$ cat config.mk
export PLATFORM = sky130hd
export DESIGN_NAME = div_rem_unit
export DESIGN_NICKNAME = d
export VERILOG_FILES = /design/src/rtl/div_rem_unit.sv
export SDC_FILE = /design/constraint.sdc
export NUM_CORES = 1
export LEC_CHECK = 0
export ABC_AREA = 1
export BUFFER_PORTS_ARGS = -buffer_cell sky130_fd_sc_hd__buf_2
export CAP_MARGIN = 20
export CORE_MARGIN = 10
export CORE_UTILIZATION = 36
export DETAILED_ROUTE_END_ITERATION = 10
export GPL_ROUTABILITY_DRIVEN = 0
export PLACE_DENSITY = 0.6
export SLEW_MARGIN = 30
export SYNTH_ARGS = -nofsm -noshare
export SYNTH_HDL_FRONTEND = slang
export SYNTH_SLANG_ARGS = --single-unit
$ cat constraint.sdc
create_clock -name clk -period 3.95 [get_ports clk]
set_input_delay 0.5925 -clock clk [delete_from_list [all_inputs] [get_ports clk]]
set_output_delay 0.5925 -clock clk [all_outputs]
set_load 0.02 [all_outputs]
$ cat src/rtl/div_rem_unit.sv
// rtl/div_rem_unit.sv - multi-cycle RV32M DIV/DIVU/REM/REMU unit, radix-2 restoring
//
// Ports:
//   clk, rst_n          clock, asynchronous active-low reset
//   start               request, sampled only while busy = 0
//   abort               synchronous flush, cancels the operation in flight
//   div_op[1:0]         funct3[1:0]: 00 DIV, 01 DIVU, 10 REM, 11 REMU
//   src1_value          dividend (rs1)
//   src2_value          divisor (rs2)
//   busy                high in CALC, FIX and DONE
//   done                one-cycle pulse while result is valid
//   result              quotient or remainder, held until the next result
//
// Optional macro DIV_SPECIAL_FASTPATH_EN: divide-by-zero and signed overflow
// finish in the accept cycle instead of running the full iteration.

module div_rem_unit #(
    parameter int DATA_WIDTH = 32,
    parameter int END_IDX    = DATA_WIDTH - 1
) (
    input  logic             clk,
    input  logic             rst_n,
    input  logic             start,
    input  logic             abort,
    input  logic [1:0]       div_op,
    input  logic [END_IDX:0] src1_value,
    input  logic [END_IDX:0] src2_value,
    output logic             busy,
    output logic             done,
    output logic [END_IDX:0] result
);

    localparam int CNT_W = $clog2(DATA_WIDTH + 1);
    localparam logic [CNT_W-1:0] LAST_ITER = CNT_W'(DATA_WIDTH - 1);
    localparam logic [END_IDX:0] MIN_VAL   = {1'b1, {END_IDX{1'b0}}};

    typedef enum logic [1:0] {
        S_IDLE,
        S_CALC,
        S_FIX,
        S_DONE
    } state_t;

    state_t state, next_state;

    logic [END_IDX:0] quo_q;       // dividend shifting out, quotient shifting in
    logic [END_IDX:0] dvsr_q;
    logic [END_IDX:0] rem_q;       // always < divisor after each step, so W bits suffice
    logic [CNT_W-1:0] cnt_q;
    logic [1:0]       op_q;
    logic             neg_q_q;
    logic             neg_r_q;
    logic             div_zero_q;
    logic             ovf_q;
    logic [END_IDX:0] src1_q;

    // Operand decode in IDLE
    logic             accept;
    logic             is_signed;
    logic             src1_neg;
    logic             src2_neg;
    logic             div_zero_in;
    logic             ovf_in;
    logic             fast_take;
    logic [END_IDX:0] src1_mag;
    logic [END_IDX:0] src2_mag;

    assign accept      = (state == S_IDLE) && start && !abort;
    assign is_signed   = !div_op[0];
    assign src1_neg    = is_signed && src1_value[END_IDX];
    assign src2_neg    = is_signed && src2_value[END_IDX];
    assign div_zero_in = (src2_value == '0);
    assign ovf_in      = is_signed && (src1_value == MIN_VAL) && (src2_value == '1);
    // The magnitude of the most negative value wraps back to itself, which is
    // the correct unsigned magnitude.
    assign src1_mag    = src1_neg ? ('0 - src1_value) : src1_value;
    assign src2_mag    = src2_neg ? ('0 - src2_value) : src2_value;

`ifdef DIV_SPECIAL_FASTPATH_EN
    logic [END_IDX:0] special_res_in;
    assign fast_take = div_zero_in || ovf_in;
    always_comb begin
        special_res_in = '0;
        if (div_zero_in) begin
            special_res_in = div_op[1] ? src1_value : '1;
        end else begin
            special_res_in = div_op[1] ? '0 : MIN_VAL;
        end
    end
`else
    assign fast_take = 1'b0;
`endif

    // One restoring step: shift {rem, dividend} left and trial-subtract.
    // The extra top bit of the difference is its sign.
    logic [DATA_WIDTH:0] shifted;
    logic [DATA_WIDTH:0] diff;
    logic                q_bit;

    assign shifted = {rem_q, quo_q[END_IDX]};
    assign diff    = shifted - {1'b0, dvsr_q};
    assign q_bit   = !diff[DATA_WIDTH];

    // Sign fix-up and special-case overrides
    logic [END_IDX:0] quo_fix;
    logic [END_IDX:0] rem_fix;
    logic [END_IDX:0] fix_res;

    assign quo_fix = neg_q_q ? ('0 - quo_q) : quo_q;
    assign rem_fix = neg_r_q ? ('0 - rem_q) : rem_q;

    always_comb begin
        fix_res = op_q[1] ? rem_fix : quo_fix;
        if (div_zero_q) begin
            fix_res = op_q[1] ? src1_q : '1;
        end else if (ovf_q) begin
            fix_res = op_q[1] ? '0 : MIN_VAL;
        end
    end

    // State register
    always_ff @(posedge clk or negedge rst_n) begin
        if (!rst_n) begin
            state <= S_IDLE;
        end else begin
            state <= next_state;
        end
    end

    // Next-state logic
    always_comb begin
        next_state = state;
        case (state)
            S_IDLE: begin
                if (accept) begin
                    next_state = fast_take ? S_DONE : S_CALC;
                end
            end
            S_CALC: begin
                if (cnt_q == LAST_ITER) begin
                    next_state = S_FIX;
                end
            end
            S_FIX:   next_state = S_DONE;
            S_DONE:  next_state = S_IDLE;
            default: next_state = S_IDLE;
        endcase
        if (abort) begin
            next_state = S_IDLE;
        end
    end

    assign busy = (state != S_IDLE);
    assign done = (state == S_DONE);

    // Datapath
    always_ff @(posedge clk or negedge rst_n) begin
        if (!rst_n) begin
            quo_q      <= '0;
            dvsr_q     <= '0;
            rem_q      <= '0;
            cnt_q      <= '0;
            op_q       <= '0;
            neg_q_q    <= 1'b0;
            neg_r_q    <= 1'b0;
            div_zero_q <= 1'b0;
            ovf_q      <= 1'b0;
            src1_q     <= '0;
            result     <= '0;
        end else begin
            case (state)
                S_IDLE: begin
                    if (accept) begin
                        quo_q      <= src1_mag;
                        dvsr_q     <= src2_mag;
                        rem_q      <= '0;
                        cnt_q      <= '0;
                        op_q       <= div_op;
                        neg_q_q    <= src1_neg ^ src2_neg;
                        neg_r_q    <= src1_neg;
                        div_zero_q <= div_zero_in;
                        ovf_q      <= ovf_in;
                        src1_q     <= src1_value;
`ifdef DIV_SPECIAL_FASTPATH_EN
                        if (fast_take) begin
                            result <= special_res_in;
                        end
`endif
                    end
                end
                S_CALC: begin
                    if (!abort) begin
                        rem_q <= q_bit ? diff[END_IDX:0] : shifted[END_IDX:0];
                        quo_q <= {quo_q[END_IDX-1:0], q_bit};
                        cnt_q <= cnt_q + CNT_W'(1);
                    end
                end
                S_FIX: begin
                    if (!abort) begin
                        result <= fix_res;
                    end
                end
                default: ;
            endcase
        end
    end

endmodule

==> results.cfg <==
[cts]
post_cts_resize_count = 0
clkSlewWorstSetupHoldPaths_ns = 0.07
cts_tree = done
clk_latency_ns = 0.46
cts_buffers = 17
clockBufferDepth = 2
cts_sinks = 173
cts_setup_buffers = 0
htreeDepth = 4
cts-root-buf = clkbuf_16
hold_buffers = 0

[drt]
firstDrtPassIters = 5
wirelength_um = 48400
drtIter0Drc = 1400
routedWlPerCell_um = 17.3
vias = 14730
ant_nets = 0
via_per_inst = 5.27
drc = 0

[floorplan]
start_util_pct = 36.6
core-area_mm2 = 0.0378
io_pins = 104
die_y_um = 216
die_area_mm2 = 0.0466
die_x_um = 216
num_rows = 71

[power_and_ir_drop]
ir_drop_mv = 0.371
leakage_uw = 0.00800
powerDensity_mw_per_mm2 = 655

[synthesis]
synth_most_common_cell = nand2_1
synth_top_family_by_area = simple AND/OR/NAND/NOR gates
yosys.area.top_type = dfrtp_1
synth_fp_nets = 2324
synthSimpleGateAreaFrac_pct = 38.4
synth_commonest_cells = nand2_1 (684), inv_1 (272), nor2_1 (226)
synth.avg_cell_area_um2 = 6.25
ys_types = 47
synth_xor_area_share_pct = 2.60
synth_compound_area_share_pct = 13.4
synthMuxAreaShare_pct = 0
synthAdderAreaFrac_pct = 3.95
ys.flop_type = dfrtp_1
async_flop_share_pct = 100
netlist_top_cells_area = dfrtp_1 (31%), nand2_1 (19%), nand3_1 (7.9%)
synthesis.instances = 2211
yosysWarnings = 0
ys_seq_area_share_pct = 31.3
synth.cell_area_mm2 = 0.0138
synth-edff-count = 0
netlist.area_leader.share_pct = 31.3
synth.ff_latch_count = 173

[global_route]
antenna_found_initial = 0
grt_pass1_wl_um = 77000
grt_pass1_vias = 13820
grt-ovfl-total = 0
grt_max_degree = 83
grt_use_total_pct = 20.6

[run]
cap_violations = 0

[layout]
drive_gt1_share_pct = 8.53
nFillCells = 4121
multiInputGateArea_mm2 = 0.00809
fin_nets = 2385
seqCellArea_mm2 = 0.00433
final_core_util_pct = 40.7
area_growth_pct = 11.2
final_area_mm2 = 0.0154
diodes = 0

[sta]
max_freq_mhz = 361
tightest_slew_ns = 0.834
period_share_pct = 70.1
drv_slew = 0
min_period_ns = 2.77
fin_ws_ns = 1.18
report.final.hold_viol_count = 0
slew_headroom_pct = 44.4
rsz0062_at_grt = false
final.setup.tns_ns = 0
skew_ns = 0.0101
setup_violations = 0

[worst_setup_path]
required_ns = 4.29
crit-reg2reg-launch = state[1]$_DFFE_PN0P_
cp-start-kind = register
worstSetupPathType = reg -> reg
endpoint_kind = register
crit_fanout = 63
startpoint = state[1]$_DFFE_PN0P_
cp.arrival_ns = 3.11

[placed_design]
io_buffers = 103
dp_slack_ns = 1.22
place_hpwl_um = 38000
placed_cell_area_mm2 = 0.0148

[run_status]
status = finished clean

[worst_hold_path]
hold_path.class = in -> async
[metal layers]
layer  vias to the layer above  wire (um)  GRT usage, %
li1                       7269          -             -
met1                      6851      22200          28.5
met2                       542      21800          32.4
met3                        68       3180          2.43
met4                         0       1300          7.11
met5                         -          0             0
[registers in the layout, indices dropped and copies added, names as in the netlist, 2 cells and up]
register	cells
dvsr_q	32
cnt_q	6
rem_q	32
result	32
quo_q	32
src1_q	32
state	2
[critical path, stage by stage (launching register included)]
cell and delay, ns:
dfrtp_1 0.38, inv_1 0.09, ha_1 0.21, inv_2 0.50, nor2_1 0.17, o22ai_4 0.17
buf_4 0.61, nor2_2 0.04, buf_4 0.26, nand3_1 0.13, nand2_1 0.06
[worst paths after layout]
kind / slack (ns) / cells after the start / end
max reg2reg: 1.18 / 10 / rem_q[23]$_DFFE_PN0P_
min in group clk: 0.35 / 3 / op_q[1]$_DFFE_PN0P_
max in group asynchronous: 2.87 / 2 / dvsr_q[18]$_DFFE_PN0P_
min: 0.19 / 1 / dvsr_q[5]$_DFFE_PN0P_
min reg2reg: 0.47 / 2 / src1_q[8]$_DFFE_PN0P_
max: 1.18 / 10 / rem_q[23]$_DFFE_PN0P_
[layout by cell type (no fill, tap or decap), types with 3 or more instances in the layout]
cell type and n:
inv_1 271, inv_2 6, o22ai_1 4, xnor2_1 20
nand4_1 36, a211oi_1 3, nor4_1 4, o211ai_1 16
nand2_1 684, clkinv_4 5, inv_6 3, o21ai_0 173
xor2_1 21, nand3_1 219, or2_2 7, buf_4 16
dfrtp_1 173, a21o_1 4, clkinv_2 3, a31oi_1 18
clkbuf_16 17, nor3_1 42, ha_1 42, nor2_4 4
nor2_1 220, o21bai_1 5, and2_1 3, a21oi_1 106
nand2_2 9, clkinv_1 3, buf_2 102, nand3b_1 14
nor2_2 5
[through the flow]
step	instances	hold slack (ns)	total power (uW)
2_1_floorplan	2211	0.297	6550
3_3_place_gp	2764	0.450	8210
3_5_place_dp	2764	0.455	8270
4_1_cts	2796	0.239	10000
5_1_grt	2796	0.243	10900
6_report	2796	0.190	10100
[final cells by class]
type                    instances  area share, %
repair buffers                120           4.31
clock buffers                  17           2.77
multi-input cells            1680           52.7
well taps                     511           4.16
flip-flops and latches        173           28.2
clock inverters                15           1.07
inverters                     280           6.84
[cells by family after synthesis]
logic type,count (synthesis)
DFF,173
buffers and inverters,358
adders and majority gates,43
AOI/OAI and AO/OA,341
and+or+nand+nor,1255
xor gates and xnor gates,41
[power by group]
part           internal [uW]  switching [uW]  total [uW]  leakage (uW)
Sequential              2460             536        3000       0.00216
Clock                    942             798        1740      0.000290
Combinational           1630            3700        5330       0.00554
Total                   5030            5030       10100       0.00800
(Power assumes the default switching activity.)
